`config.mk`:
```
export PLATFORM = sky130hd
export DESIGN_NAME = cordic_angle_reduce
export DESIGN_NICKNAME = d
export VERILOG_FILES = /design/src/rtl/cordic_pkg.sv /design/src/rtl/cordic_angle_reduce.sv
export SDC_FILE = /design/constraint.sdc
export NUM_CORES = 1
export LEC_CHECK = 0
export BUFFER_PORTS_ARGS = -buffer_cell sky130_fd_sc_hd__buf_2
export CAP_MARGIN = 20
export CORE_MARGIN = 2
export CORE_UTILIZATION = 51
export DETAILED_ROUTE_END_ITERATION = 12
export PLACE_DENSITY = 0.73
export SLEW_MARGIN = 20
export SYNTH_ARGS = -nofsm -noshare
export SYNTH_HDL_FRONTEND = slang
export SYNTH_SLANG_ARGS = --single-unit
export TNS_END_PERCENT = 5
```
`constraint.sdc`:
```
create_clock -name clk -period 8.1 [get_ports clk]
set_clock_uncertainty 0.05 [all_clocks]
set_input_delay 0.81 -clock clk [delete_from_list [all_inputs] [get_ports clk]]
set_output_delay 0.81 -clock clk [all_outputs]
set_load 0.02 [all_outputs]
```
`src/rtl/cordic_pkg.sv`:
```
// Shared CORDIC definitions: angle word format, reference angles in 16.4 degrees,
// and the angle-reduction controller state encoding.
package cordic_pkg;

    localparam int ANGLE_W    = 20;
    localparam int ANGLE_FRAC = 4;

    localparam int DEG_90  = 90  << ANGLE_FRAC;
    localparam int DEG_180 = 180 << ANGLE_FRAC;
    localparam int DEG_360 = 360 << ANGLE_FRAC;

    typedef enum logic [1:0] {
        S_IDLE   = 2'd0,
        S_REDUCE = 2'd1,
        S_FOLD   = 2'd2
    } state_t;

endpackage

```
`src/rtl/cordic_angle_reduce.sv`:
```
// Reduces an arbitrary 16.4-degree angle into [-90, +90] for the CORDIC core,
// flagging when the downstream sin/cos must be negated to compensate for the fold.
module cordic_angle_reduce
    import cordic_pkg::*;
#(
    parameter int W    = ANGLE_W,
    parameter int FRAC = ANGLE_FRAC
) (
    input  logic                clk,
    input  logic                rst,
    input  logic                in_valid,
    output logic                in_ready,
    input  logic signed [W-1:0] angle_in,
    output logic signed [W-1:0] out_angle,
    output logic                out_negate,
    output logic                out_valid
);

    // Package constants are in ANGLE_FRAC units; rescale to this instance's FRAC.
    localparam logic signed [W-1:0] L_90   = W'((DEG_90  << FRAC) >> ANGLE_FRAC);
    localparam logic signed [W-1:0] L_180  = W'((DEG_180 << FRAC) >> ANGLE_FRAC);
    localparam logic signed [W-1:0] L_360  = W'((DEG_360 << FRAC) >> ANGLE_FRAC);
    localparam logic signed [W-1:0] L_M90  = -L_90;
    localparam logic signed [W-1:0] L_M180 = -L_180;

    state_t              r_state;
    state_t              w_state_next;
    logic signed [W-1:0] r_acc;
    logic signed [W-1:0] w_acc_next;
    logic signed [W-1:0] r_out_angle;
    logic                r_out_negate;
    logic                r_out_valid;
    logic signed [W-1:0] w_fold_angle;
    logic                w_fold_negate;

    always_comb begin
        w_state_next = r_state;
        w_acc_next   = r_acc;
        case (r_state)
            S_IDLE: begin
                if (in_valid) begin
                    w_acc_next   = angle_in;
                    w_state_next = S_REDUCE;
                end
            end
            S_REDUCE: begin
                // One full-turn correction per cycle; result lands in (-180, +180].
                if (r_acc > L_180) begin
                    w_acc_next = r_acc - L_360;
                end else if (r_acc <= L_M180) begin
                    w_acc_next = r_acc + L_360;
                end else begin
                    w_state_next = S_FOLD;
                end
            end
            S_FOLD: begin
                w_state_next = S_IDLE;
            end
            default: begin
                w_state_next = S_IDLE;
            end
        endcase
    end

    // Rotating by a-180 (or a+180) gives sin/cos of opposite sign, hence negate.
    always_comb begin
        w_fold_angle  = r_acc;
        w_fold_negate = 1'b0;
        if (r_acc > L_90) begin
            w_fold_angle  = r_acc - L_180;
            w_fold_negate = 1'b1;
        end else if (r_acc < L_M90) begin
            w_fold_angle  = r_acc + L_180;
            w_fold_negate = 1'b1;
        end
    end

    always_ff @(posedge clk) begin
        if (!rst) begin
            r_state      <= S_IDLE;
            r_acc        <= '0;
            r_out_angle  <= '0;
            r_out_negate <= 1'b0;
            r_out_valid  <= 1'b0;
        end else begin
            r_state     <= w_state_next;
            r_acc       <= w_acc_next;
            r_out_valid <= (r_state == S_FOLD);
            if (r_state == S_FOLD) begin
                r_out_angle  <= w_fold_angle;
                r_out_negate <= w_fold_negate;
            end
        end
    end

    assign in_ready   = (r_state == S_IDLE);
    assign out_angle  = r_out_angle;
    assign out_negate = r_out_negate;
    assign out_valid  = r_out_valid;

endmodule

```
# [Word-level counts from Yosys, hierarchy flattened]
# Index checks and enable logic that the tools add are counted.
# W data, S select, Z words.
[totals] reg_bits=44 latchBits=0 mem_bits_rw=0 mem_bits_ro=0 inputBits=23 output_inout_bits=23 elab_cells=35 memories=0
[classes] addsub=4 multipliers=0 n_div=0 n_lt_le_gt_ge=4 n_eq_ne=6 shifts=0 n_mux=12 bitwise=0 n_reduce_logical=4
[op_table] cell="$mux W20" n=5
[op_table] cell="$pmux W20 S2" n=1
[op_table] cell="$add A20 B13 Y20 const B" n=1
[op_table] cell="$add A20 B14 Y20 const B" n=1
[op_table] cell="$gt A20 B12 Y1 const B" n=1
[op_table] cell="$gt A20 B13 Y1 const B" n=1
[op_table] cell="$le A20 B13 Y1 const B" n=1
[op_table] cell="$lt A20 B12 Y1 const B" n=1
[op_table] cell="$sub A20 B13 Y20 const B" n=1
[op_table] cell="$sub A20 B14 Y20 const B" n=1
[op_table] cell="$mux W2" n=3
[op_table] cell="$ne A2 B2 Y1 const B" n=3
[op_table] cell="$reduce_and A3 Y1" n=2
[op_table] cell="$pmux W2 S2" n=1
[op_table] cell="$ne A3 B3 Y1 const B" n=1
[op_table] cell="$eq A2 B1 Y1 const B" n=1
[op_table] cell="$eq A2 B2 Y1 const B" n=1
[op_table] cell="$logic_not A2 Y1" n=1
[op_table] cell="$mux W1" n=2
[op_table] cell="$reduce_bool A2 Y1" n=1

# [Longest topological paths before layout]
[logic_depth] word_depth=4 mapped_depth=16 ltp_nobuf=15

# [Worst setup path after synthesis]
# Ideal clock, no wire load.
[synth_timing] kind="reg2reg" startpoint="reg r_acc[7]" endpoint="reg r_acc[19]" setup_time_ps=92 arrival_ps=3552 required_time_ps=7958 slack_ps=4405 path_stages_with_launch=16 n_path_buf=1 synth_period_minus_slack_ps=3695 path_cell_list="dfxtp_1 clkbuf_1 inv_1 ha_1 and3b_1 o311a_1 a2111oi_4 or2_2 inv_1 ha_1 and2_1 a221o_1 a21o_1 a22oi_1 o311ai_0 o32ai_1"
[synth_between] elab_chain_len=4 elab_cells_between_ends=9 cone_classes="2 x add/sub; 2 x order compare; 1 x eq/ne; 3 x mux; 1 x reduce/logical"
[synth_lines] item="from (decl)" line="cordic_angle_reduce.sv:28" source="logic signed [W-1:0] r_acc;"
[synth_lines] item="from (signal assigned)" line="cordic_angle_reduce.sv:87" source="r_acc <= w_acc_next;"
[synth_lines] item="$add A20 B14 Y20" line="cordic_angle_reduce.sv:51" source="w_acc_next = r_acc + L_360;"
[synth_lines] item="$mux W20" line="cordic_angle_reduce.sv:50" source="end else if (r_acc <= L_M180) begin"
[synth_lines] item="$mux W20" line="cordic_angle_reduce.sv:48" source="if (r_acc > L_180) begin"
[synth_lines] item="$pmux W20 S2" line="cordic_angle_reduce.sv:39" source="case (r_state)"
# Several ways; a longest one is shown, not always the timed one. The select of a mux whose other input is x is not followed.
# A chain may end at the register's enable or synchronous reset.

# [Worst setup path in the final report]
# Ends and elaborated chain as after synthesis.

==> flow_summary.json <==
{
  "wl_met2_um": 3590,
  "worst_r2r_endpoint": "r_acc[19]",
  "synth_compound_area_share_pct": 28.6,
  "grt_max_degree": 28,
  "r2r_start": "r_acc[7]",
  "cts_sinks": 44,
  "drt_pass1_iterations": 5,
  "cts_tree": "done",
  "seq_power_share_pct": 32.1,
  "seqCellArea_sq_um": 881,
  "combPwrFrac_pct": 51.3,
  "final-max-slew-violation-count": 0,
  "critPathMaxFanout": 10,
  "reg2reg_slack_ps": 3990,
  "hold_buffers": 0,
  "hpwlAfterDp_um": 5490,
  "min_to": "out_angle[8]",
  "die_x_um": 80.2,
  "area_growth_pct": 8.46,
  "grtUsageTotal_pct": 24.5,
  "hold-path-cell-count": 2,
  "pin_count": 46,
  "drive_gt1_share_pct": 15.7,
  "fin_nets": 445,
  "yosys.area_share.simple_pct": 23.3,
  "status": "finished, final reports clean",
  "synth_xor_area_share_pct": 2.96,
  "top_layer_used": "met4",
  "syn_inst": 379,
  "synth_fa_ha_area_share_pct": 7.02,
  "post_drt_via_cell_ratio": 6.12,
  "grt_first_pass_wirelength_um": 12400,
  "post-route-period-util_pct": 50.7,
  "overflow": 0,
  "routed_wl_um": 7500,
  "seq_area_frac_synth_pct": 29.8,
  "end_kind": "flop",
  "die_y_um": 80.2,
  "cts.htree.levels": 2,
  "start_util_pct": 53.4,
  "p_clk_share_pct": 16.6,
  "min_path_type": "flop to flop",
  "tns_ps": 0,
  "synth_warnings": 0,
  "multi_input_area_sq_um": 1860,
  "ant_nets": 0,
  "p_int_uw": 502,
  "dieArea_sq_um": 6430,
  "layout_common_cells": "53 x nand2_1, 45 x buf_2, 44 x dfxtp_1, 33 x a21oi_1, 28 x o21ai_0",
  "gp_congestion": 0.887,
  "drtIter0Drc": 174,
  "fin_crit_ps": 4110,
  "cts_resized": 0,
  "muxShareOfSynthArea_pct": 1.10,
  "synth-edff-count": 0,
  "wl_met3_um": 380,
  "layout_commonest_cell": "nand2_1",
  "relSlewSlack_pct": 45.7,
  "core_sq_um": 5540,
  "clock-root-buffer": "clkbuf_8",
  "avgSynthCellArea_sq_um": 7.81,
  "vias": 2933,
  "power_density_nw_per_um2": 275,
  "synth_top_family_by_area": "compound AO/OA/AOI/OAI gates",
  "async_flop_share_pct": 0,
  "p_leak_nw": 1.32,
  "synth-seq-cells": 44,
  "ff2ff_path_depth": 14,
  "path_class": "flop to flop",
  "max_clock_freq_mhz": 243,
  "post-cts-setup-buffers": 0,
  "drcViolationCount": 0,
  "wire_per_inst_um": 15.7,
  "io_buffers": 45,
  "wl_met1_um": 3440,
  "clk_latency_ps": 300,
  "cp-start-kind": "flop",
  "arrival_ps": 4260,
  "n_fill_cell": 572,
  "worstHoldStart": "out_angle[8]",
  "antenna_found_initial": 0,
  "clkSlewWorstSetupHoldPaths_ps": 80,
  "synthDistinctLibCells": 66,
  "ys.flop_type": "dfxtp_1",
  "cts_buffers": 5,
  "cap_violations": 0,
  "n_antenna_cell": 0,
  "finalWorstSetupSlack_ps": 3990,
  "syn-cell-area_sq_um": 2960,
  "syn-num-nets": 418,
  "rows": 27,
  "swShare_pct": 43.0,
  "setup_violations": 0,
  "hold_violations": 0,
  "clk_path_buf_depth": 2,
  "vdd_drop_max_mv": 0.143,
  "rsz0062_at_grt": "no",
  "dp_slack_ps": 4030,
  "p_switching_uw": 379,
  "required_ps": 8250,
  "grt_pass1_vias": 2586,
  "tightest_slew_ps": 809
}
==> power by group through the flow <==
stage                     sequential (mW)  clock (mW)  combinational (mW)
after floorplan                     0.262           0               0.392
after global placement              0.288           0               0.434
after detailed placement            0.287           0               0.440
after CTS                           0.282       0.151               0.445
after global routing                0.288       0.162               0.501
final                               0.283       0.147               0.452
==> layout make-up <==
| cell class | count | area share, % |
|---|---|---|
| clock buffers | 7 | 2.69 |
| repair buffers | 46 | 7.25 |
| flip-flops and latches | 44 | 27.4 |
| inverters | 13 | 1.52 |
| well taps | 72 | 2.81 |
| clock inverters | 1 | 0.234 |
| multi-input cells | 296 | 58.1 |
==> synth_stat cells (3+ instances only) <==
master	number	area [sq um]
a211oi_1	5	37.5
nor4_1	3	18.8
o311ai_0	3	26.3
o2111ai_1	3	26.3
dfxtp_1	44	881
nor2_1	22	82.6
o211ai_1	4	30.0
a31oi_1	11	68.8
a21oi_1	33	165
xnor2_1	9	78.8
nand4_1	3	18.8
or3_1	5	31.3
and2_1	5	31.3
nor2b_1	4	25.0
o21ai_0	28	140
buf_4	3	22.5
clkbuf_1	12	45.0
nor3_1	9	45.0
inv_1	12	45.0
o311a_1	4	40.0
a21o_1	5	37.5
o21a_1	6	45.0
nand2b_1	3	18.8
nand3_1	18	90.1
and3_1	3	18.8
nand2_1	53	199
buf_2	3	15.0
ha_1	15	188
buf_6	5	56.3
==> layer usage <==
| metal | GRT usage, % | up-vias |
|---|---|---|
| li1 | - | 1437 |
| met1 | 31.8 | 1382 |
| met2 | 41.8 | 102 |
| met3 | 4.72 | 12 |
| met4 | 6.10 | 0 |
| met5 | 0 | - |
==> logic make-up after synthesis <==
group,after synthesis
XOR/XNOR,10
AND/OR/NAND/NOR,141
AO/OA/AOI/OAI,126
adder cells (fa/ha/maj),16
multiplexers,3
flip-flops,44
buffers and inverters,39
==> worst max-delay path, stage by stage (launching register included) <==
cell and delay, ps:
dfxtp_1 510, inv_1 220, ha_1 240, and3b_1 260, o311a_1 230, a2111oi_4 70, or2_2 380, inv_1 260
ha_1 350, and2_1 210, a221o_1 330, a21o_1 190, a22oi_1 260, o311ai_0 160, o32ai_1 310
==> how the worst max path moves through the flow <==
stage                         from         to  slack, ps
final                     r_acc[7]  r_acc[19]       3990
after global routing      r_acc[7]  r_acc[19]       3720
after CTS                 r_acc[7]  r_acc[19]       4020
after detailed placement  r_acc[7]  r_acc[19]       4030
after global placement    r_acc[7]  r_acc[19]       4130
after floorplan           r_acc[7]  r_acc[19]       4410
==> stage by stage <==
stage                     instances  power (mW)  hold WS, ps  util [%]  instance area (sq um)
final                           479       0.881          399      57.9                   3210
after global routing            479       0.951          423      57.9                   3210
after CTS                       479       0.878          404      57.9                   3210
after detailed placement        471       0.728          394      56.2                   3120
after global placement          471       0.722          388      56.2                   3120
after floorplan                 379       0.654          394         -                   2960
==> flip-flops by register name, summed over array words and instances, names as in the netlist <==
register    cells
r_acc          20
out_valid       1
r_state         2
out_negate      1
out_angle      20
Power figures use the tool's default switching activity.
